### config.mk
export PLATFORM = sky130hd
export DESIGN_NAME = ova_argmax
export DESIGN_NICKNAME = d
export VERILOG_FILES = /design/src/rtl/ova_argmax.sv
export SDC_FILE = /design/constraint.sdc
export NUM_CORES = 1
export LEC_CHECK = 0
export ABC_AREA = 1
export ABC_CLOCK_PERIOD_IN_PS = 24800
export CAP_MARGIN = 15
export CORE_ASPECT_RATIO = 1.75
export CORE_UTILIZATION = 45
export DETAILED_ROUTE_END_ITERATION = 8
export PLACE_DENSITY = 0.7
export SLEW_MARGIN = 20
export SYNTH_ARGS = -nofsm -noshare
export SYNTH_HDL_FRONTEND = slang
export SYNTH_SLANG_ARGS = --single-unit
### constraint.sdc
create_clock -name clk -period 24.8 [get_ports clk]
set_clock_uncertainty 0.15 [all_clocks]
set_input_delay 4.96 -clock clk [delete_from_list [all_inputs] [get_ports clk]]
set_output_delay 4.96 -clock clk [all_outputs]
set_load 0.005 [all_outputs]
### src/rtl/ova_argmax.sv
// One-vs-all argmax: captures NUM_CLASSES signed scores, scans them serially, returns winning class/score.
// Optional reject-below-threshold output enabled by defining ARGMAX_REJECT_EN.
module ova_argmax #(
    parameter int NUM_CLASSES = 10,
    parameter int SCORE_W     = 32,
    parameter int CLASS_W     = 4,
    parameter logic signed [SCORE_W-1:0] REJECT_THRESH = {SCORE_W{1'b0}}
) (
    input  logic               clk,
    input  logic               rst,
    input  logic [SCORE_W-1:0] hprime [0:NUM_CLASSES-1],
    input  logic               in_valid,
    output logic               in_ready,
    output logic [CLASS_W-1:0] out_class,
    output logic [SCORE_W-1:0] out_score,
    output logic               out_valid,
    input  logic               out_ready
);

    localparam logic [1:0] ST_IDLE = 2'd0;
    localparam logic [1:0] ST_SCAN = 2'd1;
    localparam logic [1:0] ST_DONE = 2'd2;

    localparam logic [CLASS_W-1:0] LAST_IDX  = CLASS_W'(NUM_CLASSES - 1);
    localparam logic [CLASS_W-1:0] IDX_ZERO  = {CLASS_W{1'b0}};
    localparam logic [CLASS_W-1:0] IDX_ONE   = {{(CLASS_W-1){1'b0}}, 1'b1};
    localparam logic [SCORE_W-1:0] SCORE_ZERO = {SCORE_W{1'b0}};

    logic [1:0]               state_r;
    logic [SCORE_W-1:0]       bank_r [0:NUM_CLASSES-1];
    logic [CLASS_W-1:0]       idx_r;
    logic [SCORE_W-1:0]       best_score_r;
    logic [CLASS_W-1:0]       best_idx_r;
    logic [CLASS_W-1:0]       out_class_r;
    logic [SCORE_W-1:0]       out_score_r;
    logic                     out_valid_r;

    logic [SCORE_W-1:0]       cand_s;
    logic                     take_s;
    logic [SCORE_W-1:0]       final_score_s;
    logic [CLASS_W-1:0]       final_idx_s;
    logic                     reject_s;

    // Signed strict-greater so ties keep the earlier (lower) class index
    function automatic logic score_gt(input logic [SCORE_W-1:0] a, input logic [SCORE_W-1:0] b);
        return $signed(a) > $signed(b);
    endfunction

    assign in_ready  = (state_r == ST_IDLE) && !rst;
    assign out_class = out_class_r;
    assign out_score = out_score_r;
    assign out_valid = out_valid_r;

    // Compare the current bank entry against the running best
    always_comb begin
        cand_s        = bank_r[idx_r];
        take_s        = 1'b0;
        final_score_s = best_score_r;
        final_idx_s   = best_idx_r;
        if (score_gt(cand_s, best_score_r)) begin
            take_s        = 1'b1;
            final_score_s = cand_s;
            final_idx_s   = idx_r;
        end else begin
            take_s        = 1'b0;
        end
`ifdef ARGMAX_REJECT_EN
        if (score_gt(REJECT_THRESH, final_score_s)) begin
            reject_s = 1'b1;
        end else begin
            reject_s = 1'b0;
        end
`else
        reject_s = 1'b0;
`endif
    end

`ifndef ARGMAX_REJECT_EN
    logic unused_thresh_s;
    assign unused_thresh_s = ^REJECT_THRESH;
`endif

    // Control FSM, score bank, running best and registered result
    always_ff @(posedge clk) begin
        if (rst) begin
            state_r      <= ST_IDLE;
            idx_r        <= IDX_ZERO;
            best_score_r <= SCORE_ZERO;
            best_idx_r   <= IDX_ZERO;
            out_class_r  <= IDX_ZERO;
            out_score_r  <= SCORE_ZERO;
            out_valid_r  <= 1'b0;
            for (int k = 0; k < NUM_CLASSES; k++) begin
                bank_r[k] <= SCORE_ZERO;
            end
        end else begin
            case (state_r)
                ST_IDLE: begin
                    if (in_valid) begin
                        for (int k = 0; k < NUM_CLASSES; k++) begin
                            bank_r[k] <= hprime[k];
                        end
                        idx_r        <= IDX_ZERO;
                        best_score_r <= hprime[0];
                        best_idx_r   <= IDX_ZERO;
                        state_r      <= ST_SCAN;
                    end else begin
                        state_r      <= ST_IDLE;
                    end
                end
                ST_SCAN: begin
                    best_score_r <= final_score_s;
                    best_idx_r   <= final_idx_s;
                    if (idx_r == LAST_IDX) begin
                        state_r     <= ST_DONE;
                        out_valid_r <= 1'b1;
                        out_score_r <= final_score_s;
                        if (reject_s) begin
                            out_class_r <= CLASS_W'(NUM_CLASSES);
                        end else begin
                            out_class_r <= final_idx_s;
                        end
                    end else begin
                        idx_r <= idx_r + IDX_ONE;
                    end
                end
                ST_DONE: begin
                    if (out_ready) begin
                        state_r     <= ST_IDLE;
                        out_valid_r <= 1'b0;
                    end else begin
                        state_r     <= ST_DONE;
                    end
                end
                default: begin
                    state_r     <= ST_IDLE;
                    out_valid_r <= 1'b0;
                end
            endcase
        end
    end

endmodule

[After elaboration in Yosys (flattened, before gate mapping)]
Memory sizes are Yosys's and may differ from the RTL's. A register that Yosys moved wholly into a read port is not among the register bits.
Index checks and enable logic that the tools add are counted.
Storage, ports and cells
  bits in registers: 79
  RAM bits: 320
  input bits: 324
  memories kept: 1
Memories
  bank_r: words 10, bits a word 32, rd ports 1, clocked after memory_dff 1, write ports 10, RTL line 30  | logic [SCORE_W-1:0] bank_r [0:NUM_CLASSES-1];
Cells by class
  $add $sub $neg: 1
  magnitude comparators: 1
  equal/unequal tests: 7
  mux-type cells: 33
  bitwise gates (word level): 11
  reduce and logical (&&, ||, !) cells: 8
Operators by type and width (number)
  32-bit 2-to-1 mux: 12
  32-bit one-hot mux with 2 select lines: 1
  32-bit greater-than comparator: 1
  4-bit 2-to-1 mux: 5
  4-bit one-hot mux with 2 select lines: 2
  1-bit OR: 10
  1-bit 2-to-1 mux: 9
  2-bit inequality test (second input constant): 4
  2-bit one-hot mux with 3 select lines: 1
  3-bit AND reduction: 2
  4-bit by 1-bit adder with 4-bit output (second input constant): 1
  4-bit == test (second input constant): 1
  2-bit 2-to-1 mux: 2
  2-bit AND reduction: 2
  1-bit one-hot mux with 3 select lines: 1
  2-bit by 1-bit == test with 1-bit output (second input constant): 1
  2-bit == test (second input constant): 1
  2-bit logical NOT: 1
  2-bit nonzero test: 1
  1-bit logical AND: 1
  1-bit logical NOT: 1
  1-bit NOT: 1

[Longest topological paths before layout]
  depth after elaboration: 5
  mapped depth: 28
  depth with buffers taken out: 25

[Worst setup path after synthesis]
OpenSTA, ideal clock, no wires.
  path type: input to register
  start: input in_valid
  end: memory bank_r[0][0] (enable)
  library setup time: 2423 ps
  arrival time: 10602 ps
  required time: 22227 ps
  slack: 11625 ps
  stages on the path: 3
  path buffers: 1
  cells stage by stage: nand2_1 clkbuf_1 nand2_1
RTL lines
  start: declaration: RTL line 12  | input logic in_valid,
  end: declaration: RTL line 30

[Final worst setup path]
  start: input rst
  end: output in_ready
Between the ends
  cells in the longest elaborated chain, start to end: 2
Ends and longest elaborated chain
  start: declaration: RTL line 10  | input logic rst,
  1-bit logical NOT: RTL line 49  | assign in_ready = (state_r == ST_IDLE) && !rst;
  1-bit logical AND: RTL line 49
  end: declaration: RTL line 13  | output logic in_ready,
Every way passes these cells.

==> flow_metrics.tcl <==
set metrics [dict create \
    cp_data_arrival_time_ns 6.20 \
    r2r_cells 15 \
    synth.top_cell.area_share_pct 48.3 \
    synth_area_leaders "edfxtp_1 48%, inv_1 11%, dfxtp_1 8.4%" \
    wirelength_mm 59.1 \
    hold_depth 2 \
    drv_cap 0 \
    layoutNonFillerInstCount 3132 \
    ys_seq_area_share_pct 56.7 \
    area_growth_syn_to_layout_pct 25.9 \
    max_slew_margin_pct 26.2 \
    finalSetupTns_ns 0 \
    die-height_um 280 \
    ir_drop_v 0.0000500 \
    postCtsSetupBuffers 0 \
    hpwl_mm 42.8 \
    post-route-period-util_pct 45.6 \
    yosys.area.top_type "edfxtp_1" \
    numCtsBuffers 38 \
    multi_input_area_um2 5970 \
    io_pins 362 \
    synth_area_um2 19900 \
    cp_max_fo 65 \
    core_area_um2 43500 \
    synth.distinct_cells 32 \
    h-tree-depth 2 \
    regToRegEndpoint "out_score[17]$_SDFFE_PP0P_" \
    syn_inst 2246 \
    syn-mean-instance-area_um2 8.85 \
    startpoint_type "primary input" \
    start_util_pct 45.7 \
    grt_remaining_overflow 0 \
    drive_gt1_share_pct 3.86 \
    ys_warn_count 0 \
    synth_nets 2604 \
    cts_hold_buf 0 \
    numPortBuffers 361 \
    place_congestion 0.924 \
    hold_class "register to register" \
    clock_sinks 403 \
    grt_max_degree 227 \
    worst_slew_pin_slew_ns 1.11 \
    slowest_delay_ns 0.59 \
    final_common_cell "inv_1" \
    fmax_ghz 0.0884 \
    place_inst 3062 \
    grt_pass1_wl_mm 86.7 \
    fillers 3879 \
    hold_start "best_idx_r[1]$_SDFFE_PP0P_" \
    cts_root_buffer "clkbuf_16" \
    grtUsageTotal_pct 26.0 \
    powerDensity_nw_per_um2 67.9 \
    synth-seq-cells 403 \
    rows 101 \
    cts_resized 0 \
    die_width_um 161 \
    layout_common_cells "561 x inv_1, 385 x nor2_1, 360 x clkdlybuf4s50_1, 320 x edfxtp_1, 195 x nand2_1" \
    first_global_vias 15300 \
    antenna_found_initial 5 \
    slowest_stage "buf_4" \
    regArea_um2 11300 \
    avgViaCountPerCell 5.04 \
    vias 15800 \
    insertion_delay_ns 0.54 \
    hold_viol 0 \
    firstDrtPassIters 6 \
    drc 0 \
    leakage_uw 0.0111 \
    outcome "complete, no violations" \
    clk_pin_slew_ns 0.06 \
    whs_endpoint "best_idx_r[1]$_SDFFE_PP0P_" \
    ant_nets 0 \
    cts_buffer_depth 3 \
    setup_viol 0 \
    total_power_uw 1700 \
    first_iter_violations 1194 \
    slew_viol_final 0 \
    path_class "primary input to output port" \
    critPathRequiredTime_ns 19.69 \
    wl_per_cell_um 18.9 \
    cts_tree "yes" \
    nNetsFinal 2894 \
    path_cells "buf_2 -> buf_4 -> nor3_1 -> clkdlybuf4s50_1" \
    r2r_slack_ns 18.83 \
    die-area_um2 45100 \
    critPathCaptureType "output port" \
    grt_setup_unrepaired "no" \
    min_period_ns 11.31 \
]
## layer usage
layer | part of all wire, % | vias up | routed length (um) | track usage (%)
li1 | - | 7713 | - | -
met5 | 0.022 | - | 13 | 0
met1 | 35 | 7324 | 20600 | 28.1
met4 | 8.0 | 2 | 4730 | 19.5
met2 | 52 | 594 | 30800 | 46.6
met3 | 5.1 | 150 | 2990 | 2.71
## synthesized netlist by cell type
cell	count
nand3_4	1
ha_1	34
clkinv_1	1
o211a_1	1
a21oi_1	117
dfxtp_1	83
inv_1	561
a211oi_1	1
a21o_1	2
o21ai_1	14
nand2_1	197
edfxtp_1	320
buf_2	26
clkbuf_1	82
a31oi_1	1
nor2_1	387
mux2i_1	52
nand3_1	68
nor3_2	1
and3_1	1
o211ai_1	97
buf_4	10
nand2_2	2
nand4_1	14
o21ai_0	128
nor3_1	3
o22ai_1	17
nand3_2	1
o21a_1	1
o21ai_2	15
buf_6	2
buf_1	6
## logic make-up after synthesis
kind of cell / count (synthesis) / share of synthesized area, %
flops: 403 / 56.7
simple gates: 675 / 13.5
compound gates: 394 / 11.6
mux: 52 / 2.62
buf+inv: 688 / 13.4
fa+ha+maj: 34 / 2.14
## report_power, final
| group | internal (uW) | switching (uW) | leakage [uW] | total (uW) |
|---|---|---|---|---|
| Sequential | 785 | 20.5 | 0.00415 | 805 |
| Combinational | 119 | 194 | 0.00631 | 314 |
| Clock | 325 | 255 | 0.000591 | 580 |
| Total | 1230 | 470 | 0.0111 | 1700 |
## registers in the layout, summed over array words and instances (netlist names), named ones only
| signal | count |
|---|---|
| out_class | 4 |
| best_score_r | 32 |
| bank_r | 320 |
| best_idx_r | 4 |
| idx_r | 4 |
| out_score | 32 |
| state_r | 2 |
| out_valid | 1 |
## worst max path at each step
stage | startpoint | to | slack (ns) | depth (start not counted)
after floorplan | in_valid | bank_r[0][0]$_SDFFCE_PN0P_ | 11.63 | 3
after global placement | rst | in_ready | 13.51 | 4
after detailed placement | rst | in_ready | 13.49 | 4
after CTS | rst | in_ready | 13.49 | 4
after global routing | rst | in_ready | 13.42 | 4
final | rst | in_ready | 13.49 | 4
## cell type report
| class | count | share of cell area, % |
|---|---|---|
| Sequential cell | 403 | 45.1 |
| Multi-Input combinational cell | 1155 | 23.8 |
| Timing Repair Buffer | 376 | 15.0 |
| Inverter | 562 | 8.43 |
| Clock buffer | 50 | 4.10 |
| Tap cell | 566 | 2.83 |
| Clock inverter | 17 | 0.735 |
| Antenna cell | 3 | 0.0300 |
## worst max-delay path: cells and delay by family
| kind | cells | cell delay (ns) |
|---|---|---|
| buf+inv | 3 | 1.14 |
| simple gates | 1 | 0.10 |
## through the flow
stage	util [%]	worst slack (ns)	hold WS [ns]	instance area [um2]
4_1_cts	57.6	13.49	0.320	25000
3_3_place_gp	54.8	13.51	0.302	23800
5_1_grt	57.6	13.42	0.341	25000
3_5_place_dp	54.8	13.49	0.310	23800
6_report	57.6	13.49	0.319	25000
2_1_floorplan	-	11.63	0.295	19900
No activity file was read; power rests on OpenSTA's default activity.
